File: config.mk
export PLATFORM = sky130hd
export DESIGN_NAME = funmin_sweep_ctrl
export DESIGN_NICKNAME = d
export VERILOG_FILES = /design/src/rtl/funmin_sweep_ctrl.sv
export SDC_FILE = /design/constraint.sdc
export NUM_CORES = 1
export LEC_CHECK = 0
export ABC_AREA = 1
export CORE_MARGIN = 8
export CORE_UTILIZATION = 25
export DETAILED_ROUTE_END_ITERATION = 10
export SYNTH_ARGS = -nofsm -noshare
export SYNTH_HDL_FRONTEND = slang
export SYNTH_SLANG_ARGS = --single-unit
File: constraint.sdc
create_clock -name clk -period 2.1 [get_ports clk]
set_input_delay 0.63 -clock clk [delete_from_list [all_inputs] [get_ports clk]]
set_output_delay 0.63 -clock clk [all_outputs]
set_load 0.1 [all_outputs]
File: src/rtl/funmin_sweep_ctrl.sv
// Self-check sequencer for the minimised combinational function block.
// Sweeps every minterm, samples the block output and grades it against an expected truth table.
module funmin_sweep_ctrl #(
  parameter int N      = 4,
  parameter int SETTLE = 1
) (
  input  logic              clk,
  input  logic              rst_n,
  input  logic              start,
  input  logic [2**N-1:0]   exp_tt,
  output logic [N-1:0]      inp,
  input  logic              out,
  output logic              busy,
  output logic              done,
  output logic              pass,
  output logic [2**N-1:0]   truth_tt,
  output logic [N:0]        err_cnt,
  output logic [N-1:0]      first_err
);

  localparam int              M           = 2**N;
  localparam logic [N-1:0]    LAST_MT     = N'(M - 1);
  localparam logic [3:0]      SETTLE_LAST = 4'(SETTLE - 1);
  localparam logic [N:0]      CNT_ONE     = (N+1)'(1);

  typedef enum logic [1:0] {
    IDLE   = 2'd0,
    DRIVE  = 2'd1,
    SAMPLE = 2'd2,
    FINISH = 2'd3
  } state_e;

  state_e            state_q;
  logic [N-1:0]      inp_q;
  logic [3:0]        settle_q;
  logic [M-1:0]      exp_q;
  logic [M-1:0]      truth_q;
  logic [N:0]        err_cnt_q;
  logic [N-1:0]      first_err_q;
  logic              busy_q;
  logic              done_q;
  logic              pass_q;

  // Sweep FSM with all result and status outputs registered.
  always_ff @(posedge clk or negedge rst_n) begin
    if (!rst_n) begin
      state_q     <= IDLE;
      inp_q       <= '0;
      settle_q    <= 4'd0;
      exp_q       <= '0;
      truth_q     <= '0;
      err_cnt_q   <= '0;
      first_err_q <= '0;
      busy_q      <= 1'b0;
      done_q      <= 1'b0;
      pass_q      <= 1'b0;
    end else begin
      done_q <= 1'b0;
      case (state_q)
        IDLE: begin
          if (start) begin
            exp_q       <= exp_tt;
            truth_q     <= '0;
            err_cnt_q   <= '0;
            first_err_q <= '0;
            pass_q      <= 1'b0;
            inp_q       <= '0;
            settle_q    <= 4'd0;
            busy_q      <= 1'b1;
            state_q     <= DRIVE;
          end else begin
            state_q <= IDLE;
          end
        end
        DRIVE: begin
          settle_q <= settle_q + 4'd1;
          if (settle_q == SETTLE_LAST) begin
            state_q <= SAMPLE;
          end else begin
            state_q <= DRIVE;
          end
        end
        SAMPLE: begin
          truth_q[inp_q] <= out;
          if (out != exp_q[inp_q]) begin
            err_cnt_q <= err_cnt_q + CNT_ONE;
            if (err_cnt_q == '0) begin
              first_err_q <= inp_q;
            end else begin
              first_err_q <= first_err_q;
            end
          end else begin
            err_cnt_q <= err_cnt_q;
          end
          // The last minterm leaves inp at its value so it never wraps mid-sweep.
          if (inp_q == LAST_MT) begin
            state_q <= FINISH;
          end else begin
            inp_q    <= inp_q + N'(1);
            settle_q <= 4'd0;
            state_q  <= DRIVE;
          end
        end
        FINISH: begin
          pass_q  <= (err_cnt_q == '0);
          done_q  <= 1'b1;
          busy_q  <= 1'b0;
          inp_q   <= '0;
          state_q <= IDLE;
        end
        default: begin
          state_q <= IDLE;
          busy_q  <= 1'b0;
          inp_q   <= '0;
        end
      endcase
    end
  end

  assign inp       = inp_q;
  assign busy      = busy_q;
  assign done      = done_q;
  assign pass      = pass_q;
  assign truth_tt  = truth_q;
  assign err_cnt   = err_cnt_q;
  assign first_err = first_err_q;

endmodule

* Yosys cells after proc, flatten, opt, wreduce, memory -nomap -nowiden *
Cells that the tools add are included.

word-level totals
  logic and storage cells = 66
  bits in registers = 54
  output and inout bits = 32
  bits of input ports = 20

operators by class
  equality and inequality tests = 9
  $add $sub $neg = 3
  muxes and demuxes = 27
  reductions and logical operators = 15
  magnitude comparators = 2

operators with widths
  kind                   number
  $pmux W16 S2           1
  $pmux W4 S3            2
  $mux W4                5
  $bwmux W16             1
  $mux W16               1
  $mux W5                2
  $pmux W5 S2            1
  $reduce_and A3 Y1      3
  $add A4 B1 Y4 const B  2
  $ne A2 B2 Y1 const B   4
  $pmux W2 S4            1
  $pmux W4 S2            1
  $mux W1                6
  $reduce_and A2 Y1      3
  $reduce_bool A3 Y1     2
  $add A5 B1 Y5 const B  1
  $logic_not A5 Y1       1
  $lt A4 B5 Y1 const B   1
  $bmux W1 S4            1
  $demux W1 S4           1
  $eq A2 B2 Y1 const B   2
  $eq A4 B4 Y1 const B   1
  $ge A4 B1 Y1 const B   1
  $logic_not A4 Y1       1
  other kinds (8)        11

* Depth between registers and ports, before layout *
Gate-level depths: netlist (run 1).

  word-level depth = 6
  mapped depth = 12
  depth with buffers taken out = 12

* Worst setup path after synthesis (run 1) *
OpenSTA, ideal clock, no wires.

  path type = reg-to-reg
  from = reg inp_q[1] (netlist: inp[1])
  to = reg err_cnt_q[2] (netlist: err_cnt[2])
  required time = 1.976 ns
  clock period less this slack = 2.148 ns
  path slack = -0.048 ns
  library setup time = 0.124 ns
  buffers on the path = 1
  stages on the path, launching flop included = 13
  data arrival time = 2.024 ns
  cells stage by stage = dfrtp_1 > buf_4 > inv_2 > nand3_1 > nand2_2 > nand2_2 > nand2_4 > nor2_2 > nand2_2 > nand2_4 > nand2_4 > nand3_1 > nand2_1

on the way
  longest elaborated chain between the ends = 5

ends and longest elaborated chain
  item                           line  RTL
  start, declared                34    logic [N-1:0] inp_q;
  start signal, assigned         99    inp_q <= inp_q + N'(1);
  $bmux W1 S4                    85    if (out != exp_q[inp_q]) begin
  $mux W1 (not written as such)  85
  $ne A1 B1 Y1                   85
  $ne A2 B2 Y1 (no line)         n/a
  $reduce_and A3 Y1 (no line)    n/a
  end signal, assigned           86    err_cnt_q <= err_cnt_q + CNT_ONE;
  end signal, assigned           93    err_cnt_q <= err_cnt_q;
  end, declared                  38    logic [N:0] err_cnt_q;

Every way passes these cells. The select of a mux whose other input is x is not followed.
A chain may end at the register's enable or synchronous reset.

* Final worst setup path (run 1) *
  from = reg inp_q[0] (netlist: inp[0])
  to = reg inp_q[3] (netlist: inp[3])

on the way
  longest elaborated chain between the ends = 3
  elaborated cells on any way between the ends = 6
  classes of those cells = add/sub (1); eq/ne (2); mux (2); reduce/logical (1)

ends and longest elaborated chain
  item                                                     line
  $add A4 B1 Y4 / $eq A4 B4 Y1 (equally long branches)     99, 96
  $mux W4 / $ne A2 B2 Y1 (equally long branches)           n/a
  $pmux W4 S3 / $reduce_and A3 Y1 (equally long branches)  n/a

Several ways; a longest one is shown, not always the timed one. The select of a mux whose other input is x is not followed.

==> run metrics, run 1 <==
H-tree depth=2; first-pass GRT wire length=~12 mm; register area share after synthesis=0.479; slowest cell delay on critical path=about 0.57 ns; maxcap violations=0; die width=between 100 and 150 um; Mapped Cells=333; crit path kind=reg2reg; Iter 0 DRT Violations=a little over 70; worst skew pair latency=about 0.29 ns; Sw Pwr=2.18 mW; IO Pins=52; Crit path required time=2.30 ns; Rel. slew slack=0.706; total grt overflow=0; final setup TNS=0 ns; vias in the first global route=~2500; clock buffer count from CTS=5; share of cells above drive strength 1=0.219; EDFF count, synth=0; Yosys cell types=35; die height=approximately 120 um; worst-path fanout max=16; CP arrival=~2 ns; Logic pwr share=0.489; syn_area_per_cell=roughly 8.5 sq um; DRC Markers=0; post-synthesis register bit count=54; antenna cells=0; worst vdd ir=~0.00073 V; Reg power frac=0.330; Resize count post-CTS=0; fin worst setup slack=around 0.28 ns; syn nets=about 360; critical path's slowest cell=dfrtp_2; die area=roughly 15000 sq um; port bufs=slightly above 50; final wirelength=between 7 and 8 mm; min cycle time layout=1.82 ns; all-layer global routing usage=0.101; largest net degree at the start of global routing=55; total clock sinks=54; pre-CTS setup slack=about 0.16 ns; fmax=approximately 550 MHz; crit share post-route=0.866; most common cell in the netlist=nand2_1; Crit path max-delay family=flip-flops; Area contributors post-synth=dfrtp_1, nand2_1, inv_1; final setup vio count=0; hold_buf cts=0; top post-synthesis cells by count=nand2_1, dfrtp_1, inv_1; DRT antenna net count=0; clock network power share=0.181; status=complete, no violations; startpoint types=flop; initial antenna violation count=0; P_leak=between 1.5 and 2 nW; Core Footprint=~11000 sq um; # rows=38; Hold Vio Cnt, Final=0; HPWL Detailed=~5.3 mm; Max Slew Vio Count=0; vias per cell=4.39; Post-Syn Area=between 2000 and 3000 sq um; slew at the pin closest to its max-slew limit=around 0.44 ns; RSZ-0062 raised after global routing=false; CTS tree=done; synthesis warning total=0; post-route clock skew=~0.0085 ns; Final #Nets=~420; GPL Wtd Cong=approximately 0.76; Hold Path Class=in2async; vias=approximately 2300; clock root buffer=clkbuf_16; share of async-settable or async-resettable flops after synthesis=1.00; Primary FF master, synth=dfrtp_1; clock-pin slew on the worst setup and hold paths=about 0.070 ns; Synth top area share=0.479; endpoint type of the worst setup path=flop; Area Growth Syn to Fin=39.5%; cell accounting for the most synthesized area=dfrtp_1; Starting Density=0.258; buffers and inverters on the worst path=2; Max Root-Sink Buffers=2; Sw Ratio=0.459; Internal Pwr Total=between 2 and 3 mW; Power Dens Cells=between 1000 and 1500 nW/um^2; CP Cell Sequence=ha_1 -> inv_2 -> nor2_1 -> a21oi_2 -> nand2_1 -> o21ai_1 -> inv_1 -> nor4_1; drt pass-1 iters=4; Post-CTS Setup Bufs=0; per-cell routed wire length=13.4 um
## metal layers
layer	up-vias	part of all wire	global-route usage
met3	7	0.053	0.0294
met1	1087	0.47	0.126
li1	1177	-	-
met2	46	0.46	0.164
met4	0	0.016	0.0350
met5	-	0	0
## flip-flops by register name (all words and copies together), names as in the netlist
signal and count:
exp_q 16, pass 1, busy 1, truth_tt 16, err_cnt 5, done 1
state_q 2, first_err 4, inp 4, settle_q 4
## logic make-up after synthesis
| family | synth area share |
|---|---|
| fa+ha+maj | 0.0355 |
| flops | 0.479 |
| compound gates | 0.110 |
| buf+inv | 0.109 |
| xor+xnor | 0.0186 |
| simple gates | 0.248 |
## through the flow
stage | instance area, sq um | hold WS (ns) | cells | power [mW] | utilization
after floorplan | 2820 | 0.334 | 333 | 3.21 | -
after global placement | 3780 | 0.506 | 520 | 3.88 | 0.346
after detailed placement | 3780 | 0.509 | 520 | 3.93 | 0.346
after CTS | 3940 | 0.339 | 528 | 4.81 | 0.360
after global routing | 3940 | 0.363 | 528 | 5.10 | 0.360
final | 3940 | 0.318 | 528 | 4.75 | 0.360
## final timing paths
kind	start	to	slack, ns	cells after the start
min in group clk	exp_q[10]	exp_q[10]	0.52	2
max in group asynchronous	rst_n	inp[1]	1.51	2
worst min-delay path	rst_n	exp_q[9]	0.32	2
worst max register to register	inp[0]	inp[3]	0.28	8
worst max-delay path	inp[0]	inp[3]	0.28	8
worst min register to register	exp_q[10]	exp_q[10]	0.52	2
## layout make-up
type | count | area (sq um)
repair buffers | 59 | 898
clock buffers | 6 | 139
flip-flops and latches | 54 | 1350
well taps | 140 | 175
clock inverters | 2 | 16.3
inverters | 50 | 190
fillers | 1110 | 7000
multi-input cells | 217 | 1160
## cell usage in the layout, fill, tap and decap left out, types with 3 or more instances in the layout
master	n
nor2_2	3
o21ai_0	10
xor2_1	4
inv_2	12
nand2_4	4
nor3_1	3
a22oi_1	4
clkdlybuf4s50_1	18
buf_12	33
a21oi_1	5
nand2_2	9
nand3_2	3
dfrtp_1	52
ha_1	8
inv_1	36
nand4_1	7
a31oi_1	5
clkbuf_16	5
o21ai_1	23
nor2_1	16
buf_4	7
nand2_1	78
nand3_1	25
## power by group through the flow
stage                     clock [mW]  combinational (mW)  sequential, mW
after global placement             0                2.31            1.58
after floorplan                    0                1.21            2.00
after global routing           0.933                2.56            1.61
after CTS                      0.883                2.35            1.57
final                          0.862                2.32            1.57
after detailed placement           0                2.34            1.59
(Power assumes the default switching activity.)
==> inputs of run 2 (changes only) <==
--- a/config.mk
+++ b/config.mk
@@ -9,6 +9,7 @@
 export CORE_MARGIN = 8
 export CORE_UTILIZATION = 25
 export DETAILED_ROUTE_END_ITERATION = 10
+export PLACE_DENSITY_LB_ADDON = 0.1
 export SYNTH_ARGS = -nofsm -noshare
 export SYNTH_HDL_FRONTEND = slang
 export SYNTH_SLANG_ARGS = --single-unit
==> run 2 against run 1 <==
Sequential share of layout area decreased by 0.20 points. Routed wire length increased by 5.7%. Non-clock buffer count increased by 4. Via count increased by 1.3%. Core utilization increased by 0.21 points. Global-route usage increased by 0.66 points. Die area unchanged. Cell area increased by 0.57%. Clock power decreased by 2%. Critical path depth decreased by 6. Critical path type is now reg2out. Largest power group unchanged.
==> run metrics, run 2 (synthesis results as in run 1) <==
initial antenna violation count=0 (unchanged); clock network power share=0.177 (-0.004); CP Cell Sequence=buf_4 -> buf_12; Hold Path Class=in2async; P_leak=1.90 nW (+1.0%); Final Total Pwr=4.78 mW (+0.70%); Sw Pwr=2.19 mW (+0.39%); clock root buffer=clkbuf_16; hold_ws=0.233 ns (-0.0851 ns); Max Slew Vio Count=0 (unchanged); vias=2347 (+1.3%); final wirelength=7.47 mm (+5.7%); DRC Markers=0 (unchanged); Util after Layout=0.362 (+0.00206); Starting Density=0.258 (unchanged); Core Footprint=10900 sq um (unchanged); hold_buf cts=0 (unchanged); final instance area=3960 sq um (+0.57%); RSZ-0062 raised after global routing=false; Final #Nets=419 (+0.96%); Post-Layout Cell Count=532 (+0.76%); share of cells above drive strength 1=0.224 (+0.00542); Post-CTS Setup Bufs=0 (unchanged); Crit path required time=1.47 ns (-0.83 ns); pre-CTS setup slack=0.115 ns (-0.0415 ns); slew at the pin closest to its max-slew limit=0.423 ns (-0.0182 ns); Resize count post-CTS=0 (unchanged); final setup TNS=0 ns (unchanged); maxcap violations=0 (unchanged); port bufs=51 (unchanged); Reg power frac=0.323 (-0.007); H-tree depth=2 (unchanged); CTS tree=done; drt pass-1 iters=4 (unchanged); largest net degree at the start of global routing=34 (-38%); endpoint type of the worst setup path=output port; # rows=38 (unchanged); per-cell routed wire length=14.0 um (+4.9%); DRT antenna net count=0 (unchanged); die area=14900 sq um (unchanged); total clock sinks=54 (unchanged); HPWL Detailed=5.60 mm (+6.1%); die width=122 um (unchanged); vias in the first global route=2535 (+1.4%); final setup vio count=0 (unchanged); worst vdd ir=0.000619 V (-15%); IO Pins=52 (unchanged); critical path's slowest cell=dfrtp_2; Iter 0 DRT Violations=123 (+73%); Rel. slew slack=0.718 (+0.0121); Layout fillers=1148 (+3.4%); fin worst setup slack=0.228 ns (-0.0546 ns); clock buffer count from CTS=5 (unchanged); status=complete, no violations; vias per cell=4.41 (+0.53%); fmax=534 MHz (-2.9%); Max Root-Sink Buffers=2 (unchanged); all-layer global routing usage=0.108 (+0.00655); Setup crit start=inp[0]; total grt overflow=0 (unchanged); slowest cell delay on critical path=0.57 ns (about the same); die height=122 um (unchanged); leading cell types in the layout, fill and taps excluded=nand2_1, dfrtp_1, inv_1; Internal Pwr Total=2.59 mW (+0.96%); antenna cells=0 (unchanged); crit share post-route=0.892 (+0.0260); most common cell after layout, fill and taps aside=nand2_1; min cycle time layout=1.87 ns (+0.0546 ns); Power Dens Cells=1210 nW/um^2 (+0.12%); post-route clock skew=0.00681 ns (-0.00169 ns); Area Growth Syn to Fin=40.3%; worst-path fanout max=15 (-1); crit path kind=reg2out; GPL Wtd Cong=0.725 (-5.0%); startpoint types=flop; dpl cells=524 (+0.77%); dpl cell area=3810 sq um (+0.79%); CP arrival=1.24 ns (-0.77 ns); Logic pwr share=0.499 (+0.010); worst skew pair latency=0.29 ns (about the same); Hold Vio Cnt, Final=0 (unchanged); Sw Ratio=0.458 (-0.00139); first-pass GRT wire length=12.8 mm (+6.4%); Worst R2R Start=inp[0]; clock-pin slew on the worst setup and hold paths=0.07 ns (about the same)
[run 2: cell types whose count changed in the layout (fill, tap and decap cells not counted)]
cell        delta
clkinvlp_4     -1
clkbuf_1       +1
buf_4          +4
clkinv_2       +1
inv_6          -1
[run 2: area by class of cell]
class / count / area [sq um] / share of cell area
Sequential cell: 54 / 1350 / 0.342
Multi-Input combinational cell: 217 / 1160 / 0.294
Timing Repair Buffer: 63 / 928 / 0.235
Inverter: 50 / 190 / 0.0481
Tap cell: 140 / 175 / 0.0443
Clock buffer: 7 / 143 / 0.0360
Clock inverter: 1 / 5.00 / 0.00126
[run 2: critical path, delay by kind of cell (launching register included)]
kind / cells / cell delay (ns)
buffers and inverters: 2 / 0.37
DFF: 1 / 0.57
[run 2: worst paths after layout]
kind                                      to  slack [ns]  cells after the start
worst max-delay path                  inp[0]        0.23                      2
worst min-delay path            truth_tt[14]        0.23                      1
worst max register to register        inp[3]        0.33                      8
worst min register to register      exp_q[3]        0.52                      2
max in group asynchronous       first_err[1]        1.29                      2
min in group clk                    exp_q[3]        0.52                      2
[run 2: power groups by stage]
stage | Combinational, mW | Sequential (mW) | Clock (mW)
after floorplan | 1.21 | 2.00 | 0
after global placement | 2.39 | 1.57 | 0
after detailed placement | 2.41 | 1.57 | 0
after CTS | 2.42 | 1.55 | 0.878
after global routing | 2.61 | 1.59 | 0.915
final | 2.39 | 1.55 | 0.849
[run 2: layer usage]
layer / track usage / routed length [um] / vias to the layer above
met5: 0 / 0 / -
met4: 0.0305 / 113 / 0
met3: 0.0317 / 404 / 10
met2: 0.171 / 3450 / 45
met1: 0.139 / 3500 / 1108
li1: - / - / 1184
==> inputs of run 3 (changes only) <==
==> constraint.sdc (replaced) <==
create_clock -name clk -period 1.9 [get_ports clk]
set_input_delay 0.57 -clock clk [delete_from_list [all_inputs] [get_ports clk]]
set_output_delay 0.57 -clock clk [all_outputs]
set_load 0.1 [all_outputs]
==> run 3 against run 2 <==
Cell area is 2.5% higher. Core utilization is 0.92 points higher. Clock power is 10% higher. Clock skew is 0.0028 ns lower. Sequential share of layout area is 0.78 points lower. Worst hold slack better by 0.026 ns. Die area stayed put. Largest cell class unchanged.
==> run metrics, run 3 (synthesis results as in run 1) <==
all-layer global routing usage=0.104 (-0.00380); crit share post-route=0.919; H-tree depth=2 (unchanged); endpoint type of the worst setup path=output port; die area=14900 sq um (unchanged); first-pass GRT wire length=12.3 mm (-3.8%); dpl cells=532 (+1.5%); Post-Layout Cell Count=540 (+1.5%); Starting Density=0.258 (unchanged); buffers and inverters on the worst path=2 (unchanged); Reg2Reg Setup Slack=0.18 ns (-0.15 ns); Max Root-Sink Buffers=2 (unchanged); total grt overflow=0 (unchanged); clock root buffer=clkbuf_16; startpoint types=flop; share of cells above drive strength 1=0.245 (+0.0205); Crit path required time=1.33 ns (-0.14 ns); per-cell routed wire length=13.6 um (-2.9%); initial antenna violation count=0 (unchanged); cells on worst reg2reg path=12 (+4); worst vdd ir=0.000821 V (+33%); clock-pin slew on the worst setup and hold paths=0.07 ns (about the same); Power Dens Cells=1340 nW/um^2 (+11%); Util after Layout=0.371 (+0.00915); CP most frequent cell=buf_12; RSZ-0062 raised after global routing=false; HPWL Detailed=5.47 mm (-2.3%); vias=2333 (-0.60%); Area Growth Syn to Fin=43.9%; P_leak=1.95 nW (+2.5%); Iter 0 DRT Violations=112 (-8.9%); worst-path fanout max=11 (-4); crit path kind=reg2out; Crit path max-delay family=flip-flops; maxcap violations=0 (unchanged); CTS tree=done; antenna cells=0 (unchanged); most common cell after layout, fill and taps aside=nand2_1; vias per cell=4.32 (-2.1%); final setup vio count=0 (unchanged); Resize count post-CTS=0 (unchanged); fmax=573 MHz; total clock sinks=54 (unchanged); # rows=38 (unchanged); critical path's slowest cell=dfrtp_2; die height=122 um (unchanged); final wirelength=7.37 mm (-1.4%); status=complete, no violations; slew at the pin closest to its max-slew limit=0.309 ns (-0.114 ns); IO Pins=52 (unchanged); DRC Markers=0 (unchanged); leading cell types in the layout, fill and taps excluded=nand2_1, dfrtp_1, inv_1, buf_12, nand3_1; CP arrival=1.18 ns (-0.06 ns); min cycle time layout=around 1.7 ns; Hold Vio Cnt, Final=0 (unchanged); dpl cell area=3910 sq um (+2.6%); DRT antenna net count=0 (unchanged); Post-CTS Setup Bufs=0 (unchanged); port bufs=51 (unchanged); final setup TNS=0 ns (unchanged); R2R Path End=err_cnt[3]; GPL Wtd Cong=0.737 (+1.7%); worst skew pair latency=0.29 ns (about the same); largest net degree at the start of global routing=55 (+62%); post-route clock skew=0.00401 ns (-0.00281 ns); CP Cell Sequence=buf_12 -> buf_12; Rel. slew slack=0.794 (+0.0758); Final #Nets=427 (+1.9%); hold_buf cts=0 (unchanged); Hold Path Class=in2async; die width=122 um (unchanged); vias in the first global route=2419 (-4.6%); final instance area=4060 sq um (+2.5%); clock buffer count from CTS=5 (unchanged); Worst R2R Start=inp[0]; drt pass-1 iters=4 (unchanged); Max Slew Vio Count=0 (unchanged); slowest cell delay on critical path=0.54 ns (-0.03 ns); Core Footprint=10900 sq um (unchanged)
-- run 3: cell count changes in the layout (fill, tap and decap cells not counted), sizes merged --
| cell | before | now |
|---|---|---|
| buf | 45 | 53 |
-- run 3: worst max path at each step --
stage	start	end	slack [ns]	cells after the start
floorplan	err_cnt[1]	err_cnt[4]	0.03	6
global placement	start	truth_tt[9]	0.01	7
detailed placement	start	truth_tt[14]	0.02	9
CTS	inp[0]	inp[0]	0.15	2
global route	inp[0]	inp[3]	0.03	7
finish	inp[0]	inp[0]	0.15	2
-- run 3: cell type report --
class                      count  area, sq um
clock buffer                   7          143
clock inverter                 1         5.00
fill                        1107         6880
inverter                      50          190
multi-input combinational    217         1160
sequential                    54         1360
tap                          140          175
timing repair buffer          71         1030
-- run 3: metrics by stage --
| stage | power, mW | hold WS [ns] | worst slack (ns) |
|---|---|---|---|
| after CTS | 5.51 | 0.288 | 0.151 |
| final | 5.42 | 0.259 | 0.154 |
| after global placement | 4.54 | 0.503 | 0.0127 |
| after global routing | 5.79 | 0.301 | 0.0305 |
| after floorplan | 3.55 | 0.274 | 0.0294 |
| after detailed placement | 4.55 | 0.508 | 0.0157 |
-- run 3: metal layers --
metal / global-route usage / up-vias / wire [um]
met5: 0 / - / 0
li1: - / 1196 / -
met2: 0.163 / 38 / 3420
met1: 0.136 / 1093 / 3520
met3: 0.0294 / 6 / 348
met4: 0.0297 / 0 / 82
-- run 3: report_power, final --
group / switching (mW) / leakage [nW] / total [mW] / internal [mW]
clock network: 0.410 / 0.0739 / 0.934 / 0.524
logic: 1.78 / 1.17 / 2.80 / 1.03
registers: 0.246 / 0.708 / 1.69 / 1.44
total: 2.43 / 1.95 / 5.42 / 2.99
